$ cat src/rtl/amiga_kbd_pkg.sv
// Shared types and keycodes for the Amiga keyboard-side serial transmitter.
package amiga_kbd_pkg;

  typedef enum logic [1:0] {IDLE, SEND, WAIT_HS, RESYNC} state_e;
  typedef enum logic [1:0] {PH_A, PH_B, PH_C} phase_e;

  localparam logic [7:0] KBD_LOST_SYNC    = 8'hF9;
  localparam logic [7:0] KBD_INIT_POWERUP = 8'hFD;
  localparam logic [7:0] KBD_TERM_POWERUP = 8'hFE;

  // Amiga wire order: bits 6..0 first, key-up flag (bit 7) last.
  function automatic logic [7:0] wire_order(input logic [7:0] code);
    return {code[6:0], code[7]};
  endfunction

endpackage

$ cat src/rtl/amiga_kbd_hs_filter.sv
// KDAT_IN synchroniser plus consecutive-low run counter; emits a one-cycle
// hs_seen_o pulse when the run reaches HS_MIN_CYCLES. clear_i restarts the run.
module amiga_kbd_hs_filter #(
  parameter int HS_MIN_CYCLES = 3
) (
  input  logic clk_i,
  input  logic rst_ni,
  input  logic kdat_i,
  input  logic clear_i,
  output logic hs_seen_o
);

  localparam int CW = $clog2(HS_MIN_CYCLES + 1);
  localparam logic [CW-1:0] CNT_MAX  = CW'(HS_MIN_CYCLES);
  localparam logic [CW-1:0] CNT_LAST = CW'(HS_MIN_CYCLES - 1);

  logic          s1_q, s2_q;
  logic [CW-1:0] cnt_q;
  logic          hs_q;

  always_ff @(posedge clk_i or negedge rst_ni) begin
    if (!rst_ni) begin
      s1_q  <= 1'b1;
      s2_q  <= 1'b1;
      cnt_q <= '0;
      hs_q  <= 1'b0;
    end else begin
      s1_q <= kdat_i;
      s2_q <= s1_q;
      if (clear_i || s2_q)
        cnt_q <= '0;
      else if (cnt_q != CNT_MAX)
        cnt_q <= cnt_q + CW'(1);
      // Saturating at CNT_MAX keeps a long low from re-firing.
      hs_q <= !clear_i && !s2_q && (cnt_q == CNT_LAST);
    end
  end

  assign hs_seen_o = hs_q;

endmodule

$ cat src/rtl/amiga_kbd_tx.sv
// Amiga keyboard-side serial transmitter (KCLK/KDAT open-drain drive).
// Define AMIGA_KBD_TX_POWERUP_EN to run resync + 0xFD/0xFE after reset.
module amiga_kbd_tx
  import amiga_kbd_pkg::*;
#(
  parameter int BIT_CYCLES     = 20,
  parameter int HS_MIN_CYCLES  = 3,
  parameter int TIMEOUT_CYCLES = 143000
) (
  input  logic       CLK,
  input  logic       nRESET,
  input  logic [7:0] KEY_CODE,
  input  logic       KEY_VALID,
  output logic       KEY_READY,
  input  logic       KDAT_IN,
  output logic       KDAT_LOW,
  output logic       KCLK_LOW
);

  localparam int BW = $clog2(BIT_CYCLES);
  localparam int TW = $clog2(TIMEOUT_CYCLES + 1);
  localparam logic [BW-1:0] BIT_RELOAD = BW'(BIT_CYCLES - 1);
  localparam logic [TW-1:0] TO_LAST    = TW'(TIMEOUT_CYCLES - 1);
  localparam logic [TW-1:0] TO_MAX     = TW'(TIMEOUT_CYCLES);

`ifdef AMIGA_KBD_TX_POWERUP_EN
  localparam state_e RST_STATE = RESYNC;
  localparam logic   PU_RST    = 1'b1;
`else
  localparam state_e RST_STATE = IDLE;
  localparam logic   PU_RST    = 1'b0;
`endif

  state_e        state_q, state_d;
  phase_e        phase_q, phase_d;
  logic [BW-1:0] tmr_q, tmr_d;
  logic [2:0]    bit_q, bit_d;
  logic [7:0]    sr_q, sr_d;
  logic [7:0]    code_q, code_d;
  logic [TW-1:0] to_q, to_d;
  logic          run_q;
  logic          key_pend_q, key_pend_d;
  logic          cur_key_q, cur_key_d;
  logic          resync_q, resync_d;
  logic          pu_init_q, pu_init_d;
  logic          pu_term_q, pu_term_d;

  logic          hs_seen, hs_clear, key_pend_nxt, start;
  logic [7:0]    start_sr;
  state_e        start_state;

  assign hs_clear = (state_q != WAIT_HS);

  amiga_kbd_hs_filter #(.HS_MIN_CYCLES(HS_MIN_CYCLES)) u_hs (
    .clk_i     (CLK),
    .rst_ni    (nRESET),
    .kdat_i    (KDAT_IN),
    .clear_i   (hs_clear),
    .hs_seen_o (hs_seen)
  );

  // Outputs are combinational from state so reset releases the lines at once.
  assign KEY_READY = run_q && (state_q == IDLE);
  assign KDAT_LOW  = run_q && (state_q == SEND || state_q == RESYNC) && sr_q[7];
  assign KCLK_LOW  = run_q && (state_q == SEND || state_q == RESYNC) && (phase_q == PH_B);

  always_ff @(posedge CLK or negedge nRESET) begin
    if (!nRESET) begin
      state_q    <= RST_STATE;
      phase_q    <= PH_A;
      tmr_q      <= BIT_RELOAD;
      bit_q      <= '0;
      sr_q       <= 8'h80;
      code_q     <= '0;
      to_q       <= '0;
      run_q      <= 1'b0;
      key_pend_q <= 1'b0;
      cur_key_q  <= 1'b0;
      resync_q   <= 1'b0;
      pu_init_q  <= PU_RST;
      pu_term_q  <= 1'b0;
    end else begin
      state_q    <= state_d;
      phase_q    <= phase_d;
      tmr_q      <= tmr_d;
      bit_q      <= bit_d;
      sr_q       <= sr_d;
      code_q     <= code_d;
      to_q       <= to_d;
      run_q      <= 1'b1;
      key_pend_q <= key_pend_d;
      cur_key_q  <= cur_key_d;
      resync_q   <= resync_d;
      pu_init_q  <= pu_init_d;
      pu_term_q  <= pu_term_d;
    end
  end

  always_comb begin
    state_d      = state_q;
    phase_d      = phase_q;
    tmr_d        = tmr_q;
    bit_d        = bit_q;
    sr_d         = sr_q;
    code_d       = code_q;
    to_d         = to_q;
    key_pend_d   = key_pend_q;
    cur_key_d    = cur_key_q;
    resync_d     = resync_q;
    pu_init_d    = pu_init_q;
    pu_term_d    = pu_term_q;
    key_pend_nxt = key_pend_q;
    start        = 1'b0;
    start_sr     = sr_q;
    start_state  = SEND;

    if (run_q) begin
      case (state_q)
        IDLE: begin
          if (KEY_VALID) begin
            code_d     = KEY_CODE;
            key_pend_d = 1'b1;
            cur_key_d  = 1'b1;
            start      = 1'b1;
            start_sr   = wire_order(KEY_CODE);
          end
        end
        SEND, RESYNC: begin
          if (tmr_q != '0) begin
            tmr_d = tmr_q - BW'(1);
          end else begin
            tmr_d = BIT_RELOAD;
            case (phase_q)
              PH_A: phase_d = PH_B;
              PH_B: phase_d = PH_C;
              default: begin
                phase_d = PH_A;
                if (state_q == RESYNC || bit_q == 3'd7) begin
                  state_d = WAIT_HS;
                  to_d    = '0;
                  if (state_q == RESYNC) resync_d = 1'b1;
                end else begin
                  bit_d = bit_q + 3'd1;
                  sr_d  = {sr_q[6:0], 1'b0};
                end
              end
            endcase
          end
        end
        WAIT_HS: begin
          if (hs_seen) begin
            cur_key_d = 1'b0;
            start     = 1'b1;
            if (resync_q) begin
              resync_d = 1'b0;
              if (pu_init_q) begin
                pu_init_d = 1'b0;
                pu_term_d = 1'b1;
                start_sr  = wire_order(KBD_INIT_POWERUP);
              end else begin
                start_sr  = wire_order(KBD_LOST_SYNC);
              end
            end else begin
              // The latched key stays pending until its own byte is acknowledged.
              key_pend_nxt = key_pend_q && !cur_key_q;
              key_pend_d   = key_pend_nxt;
              if (key_pend_nxt) begin
                cur_key_d = 1'b1;
                start_sr  = wire_order(code_q);
              end else if (pu_term_q) begin
                pu_term_d = 1'b0;
                start_sr  = wire_order(KBD_TERM_POWERUP);
              end else begin
                start   = 1'b0;
                state_d = IDLE;
              end
            end
          end else begin
            if (to_q != TO_MAX) to_d = to_q + TW'(1);
            if (to_q == TO_LAST) begin
              start       = 1'b1;
              start_state = RESYNC;
              start_sr    = 8'h80;
            end
          end
        end
        default: state_d = IDLE;
      endcase
    end

    if (start) begin
      state_d = start_state;
      sr_d    = start_sr;
      tmr_d   = BIT_RELOAD;
      phase_d = PH_A;
      bit_d   = '0;
    end
  end

endmodule
$ cat config.mk
export PLATFORM = sky130hd
export DESIGN_NAME = amiga_kbd_tx
export DESIGN_NICKNAME = d
export VERILOG_FILES = /design/src/rtl/amiga_kbd_pkg.sv /design/src/rtl/amiga_kbd_hs_filter.sv /design/src/rtl/amiga_kbd_tx.sv
export SDC_FILE = /design/constraint.sdc
export NUM_CORES = 1
export LEC_CHECK = 0
export ABC_AREA = 1
export CAP_MARGIN = 20
export CORE_ASPECT_RATIO = 1.25
export CORE_MARGIN = 2
export CORE_UTILIZATION = 40
export CTS_CLUSTER_SIZE = 14
export DETAILED_ROUTE_END_ITERATION = 10
export GPL_ROUTABILITY_DRIVEN = 1
export PLACE_DENSITY = 0.68
export SYNTH_ARGS = -nofsm -noshare
export SYNTH_HDL_FRONTEND = slang
export SYNTH_SLANG_ARGS = --single-unit
$ cat constraint.sdc
create_clock -name CLK -period 2.3 [get_ports CLK]
set_clock_uncertainty 0.1 [all_clocks]
set_input_delay 0.23 -clock CLK [delete_from_list [all_inputs] [get_ports CLK]]
set_output_delay 0.23 -clock CLK [all_outputs]
set_load 0.1 [all_outputs]
== Yosys cells after proc, flatten, opt, wreduce, memory -nomap -nowiden ==
Index checks and enable logic that the tools add are counted.

* Register bits after elaboration: 56
* Word-level logic and storage cells: 165
* Output and inout port bits: 3
* Input bits: 12

* Equal/unequal tests: 34
* Reduce and logical (&&, ||, !) cells: 35
* Add/sub/neg operators: 4
* Muxes and demuxes: 75
* Bitwise gates (word level): 1

{| class="wikitable"
|+ Operator list
! kind !! number
|-
| 8-bit two-way mux || 13
|-
| 18-bit two-way mux || 5
|-
| 2-bit two-way mux || 19
|-
| 18-bit one-hot mux with 2 select lines || 1
|-
| 2-bit inequality test (second input constant) || 13
|-
| 3-bit inequality test (second input constant) || 7
|-
| 1-bit two-way mux || 20
|-
| 5-bit two-way mux || 4
|-
| 18-bit by 1-bit adder with 18-bit output (second input constant) || 1
|-
| 18-bit == test (second input constant) || 1
|-
| 3-bit two-way mux || 6
|-
| 18-bit inequality test (second input constant) || 1
|-
| 9-bit AND reduction || 2
|-
| 8-bit one-hot mux with 2 select lines || 1
|-
| 5-bit AND reduction || 3
|-
| 7-bit AND reduction || 2
|-
| 2-bit nonzero test || 5
|-
| 1-bit one-hot mux with 2 select lines || 4
|-
| 2-bit one-hot mux with 2 select lines || 2
|-
| 1-bit logical AND || 7
|-
| 2-bit == test (second input constant) || 3
|-
| 6-bit inequality test (second input constant) || 1
|-
| 3-bit AND reduction || 2
|-
| 5-bit nonzero test || 1
|-
| 17 further kinds || 25
|}

== Depth between registers and ports, before layout ==
* Depth in word-level cells: 9
* Gate-level depth with buffers: 13
* Mapped depth without buffers: 12

== By module ==
A second synthesis with hierarchy kept.

* Cell total of the unflattened synthesis: 438
* Area, all modules: 3249.4 µm²

{| class="wikitable"
|+ By module, submodules not included
! module !! instances !! sequential area each (µm²) !! cells an instance !! area each (µm²)
|-
| amiga_kbd_tx || 1 || 1256.2 || 419 || 3040.4
|-
| amiga_kbd_hs_filter || 1 || 127.6 || 19 || 209.0
|}

== Worst setup path before layout ==
No wires, ideal clock.

* Path type: reg-to-reg
* Start point: register state_q[0]
* End point: register phase_q[1]
* Arrival time: 2.901 ns
* Slack: -0.776 ns
* Setup time: 0.075 ns
* Clock period less this slack: 3.076 ns
* Data required time: 2.125 ns
* Cell stages (with the launch flop): 5
* Cells stage by stage: dfrtp_1 -> nand2_2 -> nor3_1 -> nand2_1 -> nand2_1

* Longest elaborated chain between the ends: 5
* Elaborated cells on any way between the ends: 12

{| class="wikitable"
|+ RTL lines
! item !! line !! text
|-
| start, declared || amiga_kbd_tx.sv:34 || <nowiki>state_e state_q, state_d;</nowiki>
|-
| start signal, assigned || amiga_kbd_tx.sv:83 || <nowiki>state_q <= state_d;</nowiki>
|-
| 2-bit == test or 2-bit logical NOT (tied branches) || amiga_kbd_tx.sv:118 || <nowiki>case (state_q)</nowiki>
|-
| 1-bit one-hot mux with 2 select lines || amiga_kbd_tx.sv:118 ||
|-
| 1-bit two-way mux || amiga_kbd_tx.sv:117 || <nowiki>if (run_q) begin</nowiki>
|-
| 2-bit inequality test (no line) or 2-bit nonzero test (tied branches) || - ||
|-
| 3-bit AND reduction (no line) || - ||
|-
| end signal, assigned || amiga_kbd_tx.sv:84 || <nowiki>phase_q <= phase_d;</nowiki>
|-
| end, declared || amiga_kbd_tx.sv:35 || <nowiki>phase_e phase_q, phase_d;</nowiki>
|}

Several ways; a longest one is shown, not always the timed one.
A chain may end at the register's enable or synchronous reset.

== Worst setup path in the final report ==
* Start point: register bit_q[0]
* End point: register sr_q[4]

* Longest elaborated chain between the ends: 4

{| class="wikitable"
|+ RTL lines
! item !! line !! text
|-
| start, declared || amiga_kbd_tx.sv:37 || <nowiki>logic [2:0] bit_q, bit_d;</nowiki>
|-
| start signal, assigned || amiga_kbd_tx.sv:86 || <nowiki>bit_q <= bit_d;</nowiki>
|-
| 3-bit == test || amiga_kbd_tx.sv:138 || <nowiki>if (state_q == RESYNC || bit_q == 3'd7) begin</nowiki>
|-
| 1-bit logical OR || amiga_kbd_tx.sv:138 ||
|-
| 2-bit inequality test (no line) || - ||
|-
| 9-bit AND reduction (no line) || - ||
|-
| end signal, assigned || amiga_kbd_tx.sv:87 || <nowiki>sr_q <= sr_d;</nowiki>
|-
| end, declared || amiga_kbd_tx.sv:38 || <nowiki>logic [7:0] sr_q, sr_d;</nowiki>
|}

No other way between the ends.

==> results by stage <==
Global routing:
- The via count of the first global-routing pass came to 2668.
- The overflow left after global routing is 0.
- The first global-routing pass estimated 11.9 mm of wire.
- The initial antenna violation count is 0.
- Global routing used 16.1% of the available tracks across all layers.
- The pin count of the biggest net entering global routing is 22.

Floorplan:
- The floorplan step set the die width to 85 um.
- The initial core utilization is 41.6%.
- The total I/O pin count is 15.
- From bottom edge to top edge, the die measures 105 um.
- The floorplan step defined a die boundary enclosing 8950 sq um.
- The core region is 7880 sq um.
- The site row count is 36.

Power:
- In this run the power density over the cells is 926 nW/um^2.
- The total leakage power is 1.67 nW.
- The largest vdd supply drop is 510 uV.
- The total chip power is 3.37 mW.

Setup path:
- Of all nets on the critical path, the largest fanout is 12.
- The stage delay of the slowest cell on the critical path is 0.40 ns.
- On the critical path, the stage with the largest delay is an instance of sky130_fd_sc_hd__dfrtp_1.
- The start-to-end type of the worst setup path is flip-flop to flip-flop.
- The startpoint type of the worst setup path is a flip-flop.
- Walking the worst path, the cells encountered are ha_1, ha_1, a21oi_2, nand4_2, or2_2, o21ai_0, nand2_1, nand2_1, inv_1.
- The sort of element at the end of the critical path is a flip-flop.
- At the worst endpoint, the required time is 2.42 ns.
- Data on the critical path arrives at its endpoint at 2.20 ns.

Synthesis:
- The number of distinct library cells after synthesis is 44.
- The number of cells produced by synthesis is 416.
- For this run, the register share of the synthesized area comes to 42.2%.
- Counting flops and latches in the post-synthesis netlist gives 55.
- The area share of the largest cell type after synthesis is 37.4%.
- The flip-flop cell with the highest count after synthesis is sky130_fd_sc_hd__dfrtp_1.
- The Yosys step of the flow raised 0 warnings.
- In this run the mean area of a mapped cell was 7.89 sq um.
- Yosys mapped a number of flops with a built-in enable equal to 0.
- The number of nets handed over by synthesis was 435.
- The post-synthesis async set-or-reset flop share is 100%.
- The synthesized netlist occupies a cell area of 3280 sq um.
- By area the synthesized netlist is led by sky130_fd_sc_hd__dfrtp_1, sky130_fd_sc_hd__nand2_1, sky130_fd_sc_hd__nor2_1.
- The dominant cell type by area after synthesis is sky130_fd_sc_hd__dfrtp_1.

Clock network:
- The clock passes through at most 2 buffers.
- The post-CTS clock slew at the launch and capture registers of the worst setup and hold paths is 0.10 ns.
- The number of setup buffers added after CTS is 0.
- The count of clock tree sinks is 55.
- The clock buffer count from CTS is 5.
- The CTS tree is done.
- The deepest level of the CTS H-tree is 2.
- The cell at the root of the clock tree is sky130_fd_sc_hd__clkbuf_8.
- The clock reaches the later pin of the worst-skew pair after 0.31 ns.

STA:
- Setup repair after global routing left no endpoint under its margin.
- Counting I/O delays and the setup requirement, the final critical path takes 2.08 ns.
- The final critical-path setup slack is 0.220 ns.
- The sum of negative setup slack is 0 ns.
- Static timing analysis puts the maximum clock frequency at 481 MHz.
- The total count of max-transition violations in the final report was 0.
- The setup violation total in the final timing report is 0.
- The final hold slack is 0.226 ns.
- The post-route fraction of the period consumed by the critical path is 90.4%.
- The final hold violation count came to 0.

Final layout:
- The number of nets in the layout is 454.
- From synthesis to final layout, the design area changed by 10.9%.
- The most common cell after layout, fill and taps aside is sky130_fd_sc_hd__nand2_1.
- The number of filler instances in the final layout is 781.
- The core utilization of the finished layout is 46.2%.
- The post-route standard cell area excluding fillers is 3640 sq um.
- The top cell types in the final layout, fill and taps aside, are sky130_fd_sc_hd__nand2_1, sky130_fd_sc_hd__dfrtp_1, sky130_fd_sc_hd__nor2_1.
- Excluding fillers, the count of instances in the completed layout stands at 531.
- The diode insertion count for antenna repair is 0.
- The fraction of final layout cells with drive strength greater than 1 is 15.6%.

Route:
- The total number of vias is 2671.
- Once detail routing completed, the nets flagged for antenna violations numbered 0.
- The residual DRC count is 0.
- The first detailed-routing pass ran for 4 iterations.
- After the first detailed-routing iteration, the DRC count stood at 116.
- Dividing the detail-routed via count by the number of cells gives 5.03.
- The detailed-route wire length is 6.66 mm.
- Dividing the detail-routed wire length by the instance count gives 12.5 um.

Placed design:
- At the end of routability-driven placement, the weighted congestion stood at 0.956.
- The area after detailed placement is 3510 sq um.
- The placement-stage worst setup slack is 0.235 ns.
- The count of buffers added on input and output ports is 14.
- Including well taps, the total number of placed cells is 522.
- After legalization and detailed placement, the total HPWL measured 5.09 mm.

Run:
- The total of max-cap violations is 0.

Run status:
- The flow ran to the end, and the final reports show no timing, DRC or antenna violations.

Worst hold path:
- The type of the tightest min-delay check is input pin to flip-flop.
## where the power goes
group	internal, mW	switching, mW	leakage, nW
Clock	0.353	0.319	0.0612
Combinational	0.434	0.804	0.910
Sequential	1.26	0.202	0.700
Total	2.05	1.33	1.67
## cell families (layout without fill, tap and decap cells)
logic type / after synthesis / after routing / share of synthesized area (%)
buffers and inverters: 60 / 80 / 8.31
AO/OA/AOI/OAI: 47 / 47 / 8.28
other: 1 / 1 / 0.114
AND/OR/NAND/NOR: 223 / 223 / 31.8
multiplexers: 7 / 7 / 2.36
XOR/XNOR: 16 / 16 / 4.27
adder cells (fa/ha/maj): 7 / 7 / 2.67
flip-flops: 55 / 55 / 42.2
## sequential cells by signal, summed over array words and instances, names as in the netlist
register	flops
to_q	18
resync_q	1
tmr_q	5
sr_q	8
run_q	1
u_hs.s1_q	1
cur_key_q	1
key_pend_q	1
u_hs.cnt_q	2
bit_q	3
u_hs.s2_q	1
code_q	8
u_hs.hs_seen_o	1
phase_q	2
state_q	2
## synthesized netlist by cell type (2+ instances only)
master,number
sky130_fd_sc_hd__a21oi_1,12
sky130_fd_sc_hd__buf_4,3
sky130_fd_sc_hd__buf_6,2
sky130_fd_sc_hd__clkbuf_1,2
sky130_fd_sc_hd__dfrtp_1,49
sky130_fd_sc_hd__dfstp_2,6
sky130_fd_sc_hd__ha_1,7
sky130_fd_sc_hd__inv_1,40
sky130_fd_sc_hd__inv_2,8
sky130_fd_sc_hd__mux2_2,6
sky130_fd_sc_hd__nand2_1,105
sky130_fd_sc_hd__nand2_2,3
sky130_fd_sc_hd__nand2_4,2
sky130_fd_sc_hd__nand3_1,22
sky130_fd_sc_hd__nand3_2,3
sky130_fd_sc_hd__nand3b_1,3
sky130_fd_sc_hd__nand4_1,7
sky130_fd_sc_hd__nor2_1,47
sky130_fd_sc_hd__nor2_2,3
sky130_fd_sc_hd__nor2_4,2
sky130_fd_sc_hd__nor3_1,14
sky130_fd_sc_hd__o21a_1,2
sky130_fd_sc_hd__o21ai_0,23
sky130_fd_sc_hd__o21ai_1,3
sky130_fd_sc_hd__o21ai_2,4
sky130_fd_sc_hd__or2_0,3
sky130_fd_sc_hd__or2_2,4
sky130_fd_sc_hd__xnor2_1,2
sky130_fd_sc_hd__xor2_1,14
## worst paths after layout
kind / start / endpoint / slack [ns] / cells after the start
hold / removal: KDAT_IN / u_hs.s1_q / 0.23 / 1
hold reg to reg: u_hs.s1_q / u_hs.s2_q / 0.26 / 0
setup reg to reg: bit_q[0] / sr_q[4] / 0.22 / 9
min in group asynchronous: nRESET / resync_q / 0.29 / 2
setup / recovery: bit_q[0] / sr_q[4] / 0.22 / 9
max in group asynchronous: nRESET / tmr_q[1] / 1.11 / 3
## what timing repair did
item,CTS,global route
gates resized for setup,0,0
hold buffers,1,0
hold endpoints to repair,12,0
## routing by layer
| layer | track usage [%] | share of wire, % | up-vias |
|---|---|---|---|
| li1 | - | - | 1364 |
| met1 | 19.9 | 45 | 1253 |
| met2 | 28.2 | 51 | 43 |
| met3 | 2.90 | 2.9 | 11 |
| met4 | 5.22 | 1.3 | 0 |
| met5 | 0 | 0 | - |
## final cells by class
type / count / area (sq um) / share of cell area [%]
multi-input cells: 301 / 1630 / 44.8
well taps: 95 / 119 / 3.27
repair buffers: 21 / 195 / 5.36
flip-flops and latches: 55 / 1380 / 38.0
inverters: 51 / 195 / 5.36
clock buffers: 6 / 82.6 / 2.27
clock inverters: 2 / 35.0 / 0.963
## worst max-delay path: cells and delay by family, from the launching register on
family / cells / cell delay, ns
AND/OR/NAND/NOR: 4 / 0.81
flip-flops: 1 / 0.40
adder cells (fa/ha/maj): 2 / 0.40
AO/OA/AOI/OAI: 2 / 0.23
buffers and inverters: 1 / 0.04
Power figures use the tool's default switching activity.
